==> src/rtl/decode.sv <==
// decode: RV32I decode stage sitting between fetch and execute.
//   Captures the PC, register indices, funct fields and the sign-extended
//   immediate of the fetched instruction into one pipeline register and
//   flags encodings that are not legal RV32I (or RV32M when ENABLE_M=1).
// Ports:
//   CLK, RSTN        clock, synchronous active-high reset
//   PC_IN, INSTR_IN  instruction and its PC from fetch
//   PREV_VALID       fetch output valid
//   HALT             local stall request
//   NEXT_STALLED     execute stage stalled
//   FLUSH            kill the instruction held here (branch redirect)
//   STALLED          NEXT_STALLED | HALT, back to fetch
//   VALID            registered outputs hold a live instruction
//   PC_OUT, OPCODE, RD, RS1, RS2, FUNCT3, FUNCT7, IMM, ILLEGAL  decoded fields
//   DECODE_COUNT     valid instructions accepted since reset
module decode #(
  parameter int ENABLE_M = 0,
  parameter int CNT_W    = 32
) (
  input  logic             CLK,
  input  logic             RSTN,
  input  logic [31:0]      PC_IN,
  input  logic [31:0]      INSTR_IN,
  input  logic             PREV_VALID,
  input  logic             HALT,
  input  logic             NEXT_STALLED,
  input  logic             FLUSH,
  output logic             STALLED,
  output logic             VALID,
  output logic [31:0]      PC_OUT,
  output logic [6:0]       OPCODE,
  output logic [4:0]       RD,
  output logic [4:0]       RS1,
  output logic [4:0]       RS2,
  output logic [2:0]       FUNCT3,
  output logic [6:0]       FUNCT7,
  output logic [31:0]      IMM,
  output logic             ILLEGAL,
  output logic [CNT_W-1:0] DECODE_COUNT
);
  localparam logic [6:0] OP_LUI    = 7'b0110111;
  localparam logic [6:0] OP_AUIPC  = 7'b0010111;
  localparam logic [6:0] OP_JAL    = 7'b1101111;
  localparam logic [6:0] OP_JALR   = 7'b1100111;
  localparam logic [6:0] OP_BRANCH = 7'b1100011;
  localparam logic [6:0] OP_LOAD   = 7'b0000011;
  localparam logic [6:0] OP_STORE  = 7'b0100011;
  localparam logic [6:0] OP_OPIMM  = 7'b0010011;
  localparam logic [6:0] OP_OP     = 7'b0110011;
  localparam logic [6:0] OP_MISC   = 7'b0001111;
  localparam logic [6:0] OP_SYSTEM = 7'b1110011;

  typedef struct packed {
    logic [31:0] pc;
    logic [6:0]  op;
    logic [4:0]  rd;
    logic [4:0]  rs1;
    logic [4:0]  rs2;
    logic [2:0]  f3;
    logic [6:0]  f7;
    logic [31:0] imm;
    logic        ill;
  } dec_t;

  logic [31:0] i;
  logic [6:0]  opc, f7;
  logic [2:0]  f3;
  logic [31:0] imm_raw;
  logic        has_rd, ill;
  dec_t        dec_d, dec_q;
  logic        vld_q;
  logic [CNT_W-1:0] cnt_q;

  assign i   = INSTR_IN;
  assign opc = i[6:0];
  assign f3  = i[14:12];
  assign f7  = i[31:25];

  assign STALLED = NEXT_STALLED | HALT;

  always_comb begin
    imm_raw = '0;
    has_rd  = 1'b1;
    ill     = 1'b0;
    case (opc)
      OP_LUI, OP_AUIPC: imm_raw = {i[31:12], 12'b0};
      OP_JAL:  imm_raw = {{11{i[31]}}, i[31], i[19:12], i[20], i[30:21], 1'b0};
      OP_JALR: begin
        imm_raw = {{20{i[31]}}, i[31:20]};
        ill     = (f3 != 3'b000);
      end
      OP_LOAD: begin
        imm_raw = {{20{i[31]}}, i[31:20]};
        ill     = (f3 == 3'b011) || (f3 == 3'b110) || (f3 == 3'b111);
      end
      OP_OPIMM: begin
        imm_raw = {{20{i[31]}}, i[31:20]};
        // shift-immediates reuse imm[11:5] as a funct7 qualifier
        if (f3 == 3'b001)
          ill = (f7 != 7'b0000000);
        else if (f3 == 3'b101)
          ill = (f7 != 7'b0000000) && (f7 != 7'b0100000);
      end
      OP_MISC, OP_SYSTEM: imm_raw = {{20{i[31]}}, i[31:20]};
      OP_STORE: begin
        imm_raw = {{20{i[31]}}, i[31:25], i[11:7]};
        has_rd  = 1'b0;
        ill     = (f3 > 3'b010);
      end
      OP_BRANCH: begin
        imm_raw = {{19{i[31]}}, i[31], i[7], i[30:25], i[11:8], 1'b0};
        has_rd  = 1'b0;
        ill     = (f3 == 3'b010) || (f3 == 3'b011);
      end
      OP_OP: begin
        case (f7)
          7'b0000000: ill = 1'b0;
          7'b0100000: ill = !((f3 == 3'b000) || (f3 == 3'b101));
          7'b0000001: ill = (ENABLE_M == 0);
          default:    ill = 1'b1;
        endcase
      end
      // opcode already carries i[1:0], so non-32-bit encodings land here too
      default: ill = 1'b1;
    endcase
  end

  always_comb begin
    dec_d     = '0;
    dec_d.pc  = PC_IN;
    dec_d.op  = opc;
    dec_d.rd  = (has_rd && !ill) ? i[11:7] : 5'd0;
    dec_d.rs1 = i[19:15];
    dec_d.rs2 = i[24:20];
    dec_d.f3  = f3;
    dec_d.f7  = f7;
    dec_d.imm = ill ? 32'd0 : imm_raw;
    dec_d.ill = ill;
  end

  always_ff @(posedge CLK) begin
    if (RSTN) begin
      vld_q <= 1'b0;
      dec_q <= '0;
      cnt_q <= '0;
    end else if (FLUSH) begin
      vld_q <= 1'b0;
    end else if (!STALLED) begin
      vld_q <= PREV_VALID;
      dec_q <= dec_d;
      if (PREV_VALID) cnt_q <= cnt_q + CNT_W'(1);
    end
  end

  assign VALID        = vld_q;
  assign PC_OUT       = dec_q.pc;
  assign OPCODE       = dec_q.op;
  assign RD           = dec_q.rd;
  assign RS1          = dec_q.rs1;
  assign RS2          = dec_q.rs2;
  assign FUNCT3       = dec_q.f3;
  assign FUNCT7       = dec_q.f7;
  assign IMM          = dec_q.imm;
  assign ILLEGAL      = dec_q.ill;
  assign DECODE_COUNT = cnt_q;
endmodule
==> config.mk <==
export PLATFORM = sky130hd
export DESIGN_NAME = decode
export DESIGN_NICKNAME = d
export VERILOG_FILES = /design/src/rtl/decode.sv
export SDC_FILE = /design/constraint.sdc
export NUM_CORES = 1
export LEC_CHECK = 0
export ABC_CLOCK_PERIOD_IN_PS = 3800
export CORE_MARGIN = 2
export CORE_UTILIZATION = 49
export CTS_BUF_LIST = sky130_fd_sc_hd__clkbuf_4
export DETAILED_ROUTE_END_ITERATION = 12
export PLACE_DENSITY = 0.9
export SETUP_SLACK_MARGIN = 0.02
export SYNTH_ARGS = -nofsm -noshare
export SYNTH_HDL_FRONTEND = slang
export SYNTH_SLANG_ARGS = --single-unit
==> constraint.sdc <==
create_clock -name CLK -period 3.8 [get_ports CLK]
set_input_delay 0.57 -clock CLK [delete_from_list [all_inputs] [get_ports CLK]]
set_output_delay 0.57 -clock CLK [all_outputs]
set_load 0.01 [all_outputs]
==> results of run 1 <==
==> cells in the final DEF (no fill, tap or decap), drive strengths merged, types with 2 or more instances in the layout <==
cell             n
and2             7
nand4            5
o211ai           2
a22oi           13
clkinv           4
nor2            41
and3             2
a31o             8
clkbuf          17
clkdlybuf4s50  199
nor2b            2
nor4            12
o21bai           3
and4             4
nand3           13
or3              5
a211o            2
xor2             7
nand2b           5
dfxtp          130
bufinv           5
nand2          164
a32o             6
or4              3
clkinvlp         3
nor3            12
buf             10
o21ai           33
inv             13
a32oi            2
a41oi            2
a211oi           3
a21oi           78
xnor2           23
==> power breakdown <==
part	total (uW)	switching, uW	internal [uW]
clock network	1140	546	596
logic	281	143	138
registers	1400	12.5	1380
==> per-layer routing <==
layer  up-vias  global-route usage  share of wire
met3        43              0.0813          0.091
li1       2630                   -              -
met5         -                   0              0
met1      2572               0.318           0.38
met2       261               0.462           0.50
met4         0               0.127          0.026
==> logic make-up (layout without fill, tap and decap cells) <==
group                      after synthesis  after routing  share of synthesized area
adders and majority gates                1              1                    0.00233
AOI/OAI and AO/OA                      160            160                      0.179
buffers and inverters                   57            251                     0.0428
muxes                                    1              1                    0.00186
DFF                                    130            130                      0.484
xor gates and xnor gates                30             30                     0.0488
and+or+nand+nor                        282            282                      0.241
==> area by class of cell <==
cell class,count,area share
Clock buffer,17,0.0164
Inverter,10,0.00481
Multi-Input combinational cell,474,0.328
Tap cell,140,0.0225
Timing Repair Buffer,209,0.265
Sequential cell,130,0.334
Clock inverter,15,0.0295
==> registers in the layout (all words and copies together), names as in the netlist, 3 cells and up <==
signal	count
DECODE_COUNT	32
RS1	5
PC_OUT	32
FUNCT3	3
FUNCT7	7
RS2	5
RD	5
OPCODE	7
IMM	32
==> metrics by stage <==
| stage | setup WS, ps | area [um2] | utilization |
|---|---|---|---|
| global placement | 673 | 7440 | 0.689 |
| global route | 828 | 7800 | 0.722 |
| floorplan | 1430 | 5380 | - |
| finish | 915 | 7800 | 0.722 |
| CTS | 1070 | 7800 | 0.722 |
| detailed placement | 481 | 7440 | 0.689 |
==> synthesized netlist by cell type (all sizes together) (4+ instances only) <==
master,count
nor3,12
a22oi,13
nor2,41
buf,9
nand3,13
inv,10
and4,4
clkbuf,38
nand2,164
a32o,6
nand2b,5
xor2,7
and2,7
a31o,8
or3,5
dfxtp,130
nand4,5
xnor2,23
nor4,12
a21oi,78
o21ai,33
==> worst max-delay path by stage <==
stage / endpoint / slack [ps]
after global placement: IMM[20] / 670
after CTS: IMM[27] / 1070
after global routing: IMM[27] / 830
after floorplan: DECODE_COUNT[22] / 1430
after detailed placement: IMM[27] / 480
final: IMM[27] / 910
==> critical path: cells and delay by family <==
kind,cells,cell delay [ps]
AOI/OAI and AO/OA,3,1180
buffers and inverters,1,780
and+or+nand+nor,2,690
==> impl_metrics.tcl, run 1 <==
set metrics [dict create \
    rsz0062_at_grt "false" \
    insertion_delay_ps 520 \
    max_slew_margin 0.418 \
    grt_max_degree 64 \
    wl_um 16200 \
    placed_cells 963 \
    fin_crit_ps 2890 \
    dieArea_mm2 0.0118 \
    cts_sinks 130 \
    path_cells "clkdlybuf4s50_1 > nand2b_1 > or4_1 > a41oi_1 > a211o_1 > o21ai_0" \
    cts_tree "yes" \
    antenna_found_initial 0 \
    fillers 821 \
    pin_count 201 \
    syn_area_mm2 0.00538 \
    finClkSkew_ps 13.4 \
    cp_data_arrival_time_ps 3240 \
    crit_slowest_cell "clkdlybuf4s50_1" \
    timing.rr.end "DECODE_COUNT[28]" \
    crit_path_end_kind "register" \
    cp_max_fo 25 \
    initial_core_util 0.498 \
    fin_nets 913 \
    cts-buffers-inserted 17 \
    syn-num-nets 732 \
    via_count 5506 \
    maxClockFrequency_mhz 347 \
    yosysUniqueCellTypes 53 \
    multi_input_area_mm2 0.00256 \
    clockBufferDepth 2 \
    post-dp-hpwl_um 11700 \
    core_mm2 0.0108 \
    synth_edf_count 0 \
    hold_violations 0 \
    syn_inst 661 \
    status "complete, no violations" \
    worstHoldStart "FUNCT3[1]" \
    cts_setup_buffers 0 \
    worstReg2RegStart "DECODE_COUNT[0]" \
    die_y_um 109 \
    ff2ff_path_depth 6 \
    area_delta_synth_final_pct 44.9 \
    drtPass1Iterations 6 \
    ant_nets 0 \
    rows 38 \
    cp.required_ps 4150 \
    slew_violations 0 \
    yosys_warnings 0 \
    drv_cap 0 \
    finalSetupTns_ps 0 \
    holdPathStages 2 \
    startpoint "INSTR_IN[4]" \
    fp.dieW_um 109 \
    synth-seq-cells 130 \
    post-route-period-util 0.759 \
    yosysTopAreaCell "dfxtp_1" \
    drive_gt1_frac 0.0713 \
    syn_area_per_cell_um2 8.14 \
    drtIter0Drc 382 \
    cp-start-kind "input port" \
    yosysSeqAreaShare 0.484 \
    hold-worst-slack_ps 460 \
    grt_pass1_wl_um 25500 \
    cts_resized 0 \
    cp_slowest_stage_delay_ps 780 \
    power.density_mw_per_mm2 362 \
    cts.clk_slew.worst_paths_ps 110 \
    htree_levels 4 \
    clock-root-buffer "clkbuf_4" \
    drc 0 \
    peakVddDrop_mv 0.247 \
    hold_end "FUNCT3[1]" \
    p_leak_uw 0.00264 \
    power.total_uw 2820 \
    critPathKind "in -> reg" \
    regArea_mm2 0.00260 \
    r2r_slack_ps 1230 \
    track_usage 0.273 \
    vias_per_cell 5.53 \
    grt_overflow 0 \
    synth_top_cell_area_share 0.484 \
    grt_pass1_vias 5372 \
    synth.area.top_cells "dfxtp_1 (48%), nand2_1 (11%), a21oi_1 (7.3%)" \
    portBuffers 200 \
    min-delay-path-class "reg -> reg" \
    synthFlopType "dfxtp_1" \
    postSynth.asyncResetShare 0 \
    gp_congestion 0.871 \
    routedWlPerCell_um 16.3 \
    worstMarginPinSlew_ps 873 \
    postCtsHoldBufs 0 \
    n_antenna_cell 0 \
    finalSetupViolCount 0 \
    fin_cells 995 \
]
(Power assumes the default switching activity.)
==> inputs of run 2 (changes only) <==
--- a/config.mk
+++ b/config.mk
@@ -5,12 +5,12 @@
 export SDC_FILE = /design/constraint.sdc
 export NUM_CORES = 1
 export LEC_CHECK = 0
-export ABC_CLOCK_PERIOD_IN_PS = 3800
+export ABC_CLOCK_PERIOD_IN_PS = 2900
 export CORE_MARGIN = 2
-export CORE_UTILIZATION = 49
+export CORE_UTILIZATION = 46
 export CTS_BUF_LIST = sky130_fd_sc_hd__clkbuf_4
 export DETAILED_ROUTE_END_ITERATION = 12
-export PLACE_DENSITY = 0.9
+export PLACE_DENSITY = 0.86
 export SETUP_SLACK_MARGIN = 0.02
 export SYNTH_ARGS = -nofsm -noshare
 export SYNTH_HDL_FRONTEND = slang
==> constraint.sdc (replaced) <==
create_clock -name CLK -period 2.9 [get_ports CLK]
set_input_delay 0.435 -clock CLK [delete_from_list [all_inputs] [get_ports CLK]]
set_output_delay 0.435 -clock CLK [all_outputs]
set_load 0.01 [all_outputs]
==> run 2 against run 1 <==
Worst setup slack lost 600 ps. Final cell count rose by 1.1%. Worst hold slack got worse by 130 ps. Sequential share of layout area shrank 0.096 points. Count of clock-buffer cells in the layout up 1. Routed wire length shrank 1.7%. Global-route usage shrank 2.1 points. Register-to-register slack got worse by 910 ps. Non-clock buffer count rose by 8. Combinational power rose by 33%. Largest cell class unchanged. Largest power group unchanged. Highest routed layer unchanged.
==> impl_metrics.tcl, run 2 (synthesis gave the netlist of run 1 again) <==
set metrics [dict create \
    holdPathStages 2 \
    peakVddDrop_mv 0.300 \
    grt_pass1_wl_um 25800 \
    post-dp-hpwl_um 11700 \
    final_cell_mix "clkdlybuf4s50_1 (199), nand2_1 (164), dfxtp_1 (130)" \
    hold-worst-slack_ps 333 \
    final_common_cell "clkdlybuf4s50_1" \
    grt_overflow 0 \
    cts_setup_buffers 0 \
    gp_congestion 0.898 \
    clockBufferDepth 2 \
    min-delay-path-class "in -> reg" \
    via_count 5450 \
    grt_pass1_vias 5258 \
    rows 39 \
    n_antenna_cell 0 \
    finalSetupViolCount 0 \
    area_delta_synth_final_pct 45.3 \
    cts-buffers-inserted 17 \
    drc 0 \
    fin_util 0.685 \
    power.total_uw 3520 \
    wl_um 16000 \
    core_mm2 0.0114 \
    critPathKind "reg -> reg" \
    rsz0062_at_grt "false" \
    p_leak_uw 0.00267 \
    finClkSkew_ps 12.0 \
    cp.required_ps 3300 \
    initial_core_util 0.471 \
    post-route-period-util 0.891 \
    grt_util_met3 0.0794 \
    place_area_mm2 0.00751 \
    cp_max_fo 12 \
    grt_max_degree 64 \
    grt-busiest-layer "met2" \
    finalSetupTns_ps 0 \
    postCtsHoldBufs 0 \
    die_y_um 112 \
    power.density_mw_per_mm2 450 \
    slew_violations 0 \
    routedWlPerCell_um 15.9 \
    fin_crit_ps 2580 \
    clock-root-buffer "clkbuf_4" \
    cp-start-kind "register" \
    cts_resized 0 \
    portBuffers 200 \
    drtPass1Iterations 5 \
    fin_nets 921 \
    vias_per_cell 5.42 \
    status "complete, no violations" \
    fp.dieW_um 112 \
    crit_path_end_kind "register" \
    antenna_found_initial 0 \
    maxClockFrequency_mhz 387 \
    insertion_delay_ps 550 \
    ff2ff_path_depth 6 \
    htree_levels 4 \
    met1_usage 0.306 \
    fillers 954 \
    ant_nets 0 \
    drive_gt1_frac 0.0765 \
    hold_violations 0 \
    cts_tree "yes" \
    worstMarginPinSlew_ps 693 \
    drv_cap 0 \
    cp_data_arrival_time_ps 2990 \
    drtIter0Drc 516 \
    use_met2 0.420 \
    cts_sinks 130 \
    pin_count 201 \
    max_slew_margin 0.533 \
    fin_area_mm2 0.00782 \
    cts.clk_slew.worst_paths_ps 110 \
    track_usage 0.253 \
    dieArea_mm2 0.0126 \
]
run 2: cell count changes in the layout (fill, tap and decap cells not counted), sizes merged:
cell      previous run  this run
inv                 13        10
buf                 10        18
clkinvlp             3         1
clkinv               4         9
clkbuf              17        18
bufinv               5         4
run 2: layer usage:
metal | up-vias | part of all wire
li1 | 2647 | -
met1 | 2577 | 0.41
met2 | 203 | 0.49
met3 | 23 | 0.075
met4 | 0 | 0.019
met5 | - | 0
run 2: stage by stage:
| step | cells | worst slack, ps |
|---|---|---|
| after global placement | 974 | 20.1 |
| final | 1006 | 317 |
| after floorplan | 661 | 598 |
| after detailed placement | 974 | -67.4 |
| after global routing | 1006 | 146 |
| after CTS | 1006 | 331 |
run 2: power breakdown:
part           leakage [uW]  switching [uW]  total [uW]  internal (uW)
clock network      0.000168             643        1320            675
logic               0.00145             188         375            187
registers           0.00105            15.0        1830           1810
total               0.00267             846        3520           2680
run 2: final cells by class:
class | instances | area (um2) | share of cell area
Sequential cell | 130 | 2600 | 0.333
Multi-Input combinational cell | 474 | 2560 | 0.327
Timing Repair Buffer | 217 | 2140 | 0.274
Tap cell | 143 | 179 | 0.0229
Clock inverter | 14 | 169 | 0.0216
Clock buffer | 18 | 135 | 0.0173
Inverter | 10 | 37.5 | 0.00480
run 2: worst max-delay path: stages, from the launching register on:
cell     delay, ps
dfxtp_1        410
ha_1           210
or4b_1         490
or4_4          660
nor3_1         420
a21bo_2        200
a21oi_1         60
run 2: worst paths after layout:
kind | start | end | slack (ps)
min | RSTN | PC_OUT[7] | 330
max reg2reg | DECODE_COUNT[0] | DECODE_COUNT[28] | 320
max | DECODE_COUNT[0] | DECODE_COUNT[28] | 320
min reg2reg | FUNCT3[1] | FUNCT3[1] | 460
==> inputs of run 3 (changes only) <==
--- a/config.mk
+++ b/config.mk
@@ -5,13 +5,14 @@
 export SDC_FILE = /design/constraint.sdc
 export NUM_CORES = 1
 export LEC_CHECK = 0
+export ABC_AREA = 0
 export ABC_CLOCK_PERIOD_IN_PS = 2900
 export CORE_MARGIN = 2
 export CORE_UTILIZATION = 46
 export CTS_BUF_LIST = sky130_fd_sc_hd__clkbuf_4
 export DETAILED_ROUTE_END_ITERATION = 12
 export PLACE_DENSITY = 0.86
-export SETUP_SLACK_MARGIN = 0.02
+export SETUP_SLACK_MARGIN = 0.3
 export SYNTH_ARGS = -nofsm -noshare
 export SYNTH_HDL_FRONTEND = slang
 export SYNTH_SLANG_ARGS = --single-unit
==> run 3 against run 2 <==
Sequential share of layout area about the same. Non-clock buffer count unchanged. Sequential cell count unchanged. Worst setup slack improved by 150 ps. Final area is 0.14% higher. Clock power hardly changed. Critical path depth did not move. Critical endpoint is now DECODE_COUNT[30]. Highest routed layer unchanged.
==> impl_metrics.tcl, run 3 (synthesis gave the netlist of run 1 again) <==
set metrics [dict create \
    cp-start-kind "register" \
    drtPass1Iterations 5 \
    grt_pass1_wl_um 25800 \
    area_delta_synth_final_pct 45.5 \
    dieArea_mm2 0.0126 \
    place_area_mm2 0.00751 \
    drtIter0Drc 501 \
    pin_count 201 \
    via_count 5409 \
    p_seq_frac 0.519 \
    cts_sinks 130 \
    htree_levels 4 \
    critPathKind "reg -> reg" \
    cp_data_arrival_time_ps 2860 \
    die_y_um 112 \
    n_antenna_cell 0 \
    p_leak_uw 0.00269 \
    finalSetupTns_ps 0 \
    finalSetupViolCount 0 \
    core_mm2 0.0114 \
    postCtsHoldBufs 0 \
    maxClockFrequency_mhz 411 \
    slew_violations 0 \
    worstHoldStart "RSTN" \
    fp.dieW_um 112 \
    p_clk_frac 0.375 \
    portBuffers 200 \
    fin_area_mm2 0.00783 \
    post-dp-hpwl_um 11700 \
    vias_per_cell 5.38 \
    crit_slowest_cell "or4_4" \
    final_common_cell "clkdlybuf4s50_1" \
    fin_crit_ps 2430 \
    fin_nets 921 \
    insertion_delay_ps 550 \
    status "complete, no violations" \
    rsz0062_at_grt "false" \
    drc 0 \
    worstMarginPinSlew_ps 683 \
    peakVddDrop_mv 0.300 \
    ant_nets 0 \
    path_cells "ha_1 > or4b_1 > or4_4 > nor4_2 > xnor2_1 > nor2_1" \
    cp.required_ps 3330 \
    placed_cells 974 \
    grt_max_degree 64 \
    cts-buffers-inserted 17 \
    wl_um 15900 \
    rows 39 \
    intPower_uw 2680 \
    grt_overflow 0 \
    clock-root-buffer "clkbuf_4" \
    cts_setup_buffers 0 \
    power.density_mw_per_mm2 450 \
    routedWlPerCell_um 15.8 \
    final_cell_mix "clkdlybuf4s50_1 (199), nand2_1 (164), dfxtp_1 (130)" \
    clockBufferDepth 2 \
    track_usage 0.253 \
    antenna_found_initial 0 \
    startpoint "DECODE_COUNT[0]" \
    finClkSkew_ps 10.3 \
    max_slew_margin 0.540 \
    crit_path_end_kind "register" \
    drive_gt1_frac 0.0776 \
    worstReg2RegStart "DECODE_COUNT[0]" \
    p_switching_uw 847 \
    switching_share 0.240 \
    min-delay-path-class "in -> reg" \
    gp_congestion 0.898 \
    hold_violations 0 \
    drv_cap 0 \
    fillers 951 \
    cp_slowest_stage_delay_ps 670 \
    fin_cells 1006 \
    power_frac_comb 0.106 \
    cts_tree "yes" \
    cts.clk_slew.worst_paths_ps 110 \
    post-route-period-util 0.838 \
    grt_pass1_vias 5258 \
    cp_max_fo 12 \
    initial_core_util 0.471 \
]
run 3: cell count changes in the layout (fill, tap and decap cells not counted):
cell | previous run | this run
nor3_1 | 11 | 10
nor3_4 | 0 | 1
run 3: worst paths after layout:
check / cells after the start / endpoint / slack (ps)
setup / recovery: 6 / DECODE_COUNT[30] / 470
hold / removal: 2 / PC_OUT[1] / 330
setup reg to reg: 6 / DECODE_COUNT[30] / 470
hold reg to reg: 2 / PC_OUT[16] / 460
run 3: power by group through the flow:
stage	Clock [uW]	Sequential, uW	Combinational, uW
finish	1320	1830	374
global route	1420	1830	404
CTS	1350	1830	374
detailed placement	0	1870	372
global placement	0	1870	364
floorplan	0	1880	141
run 3: through the flow:
step	hold slack, ps	setup slack (ps)	util	power, uW
6_report	327	469	0.686	3520
5_1_grt	299	331	0.686	3660
4_1_cts	282	331	0.685	3560
3_5_place_dp	443	-67.4	0.658	2240
3_3_place_gp	434	20.1	0.658	2230
2_1_floorplan	481	598	-	2020
run 3: worst max-delay path: cells and delay by family, from the launching register on:
| kind | cells | cell delay (ps) |
|---|---|---|
| xor+xnor | 1 | 160 |
| fa+ha+maj | 1 | 210 |
| flops | 1 | 410 |
| simple gates | 4 | 1530 |
run 3: final cells by class:
class | instances | area, um2 | share of cell area
sequential | 130 | 2600 | 0.332
multi-input combinational | 474 | 2570 | 0.328
clock buffer | 18 | 135 | 0.0173
tap | 143 | 179 | 0.0229
timing repair buffer | 217 | 2140 | 0.273
inverter | 10 | 37.5 | 0.00479
clock inverter | 14 | 169 | 0.0216
run 3: layer usage:
layer	routed length, um	up-vias	GRT usage
met1	6620	2552	0.306
met2	7840	184	0.420
met3	1150	25	0.0794
met4	312	0	0.101
met5	0	-	0
li1	-	2648	-
run 3: repair_timing:
action                     4_1_cts  5_1_grt
setup endpoints to repair        0        2
gates resized for setup          0        2
hold endpoints to repair         0        0
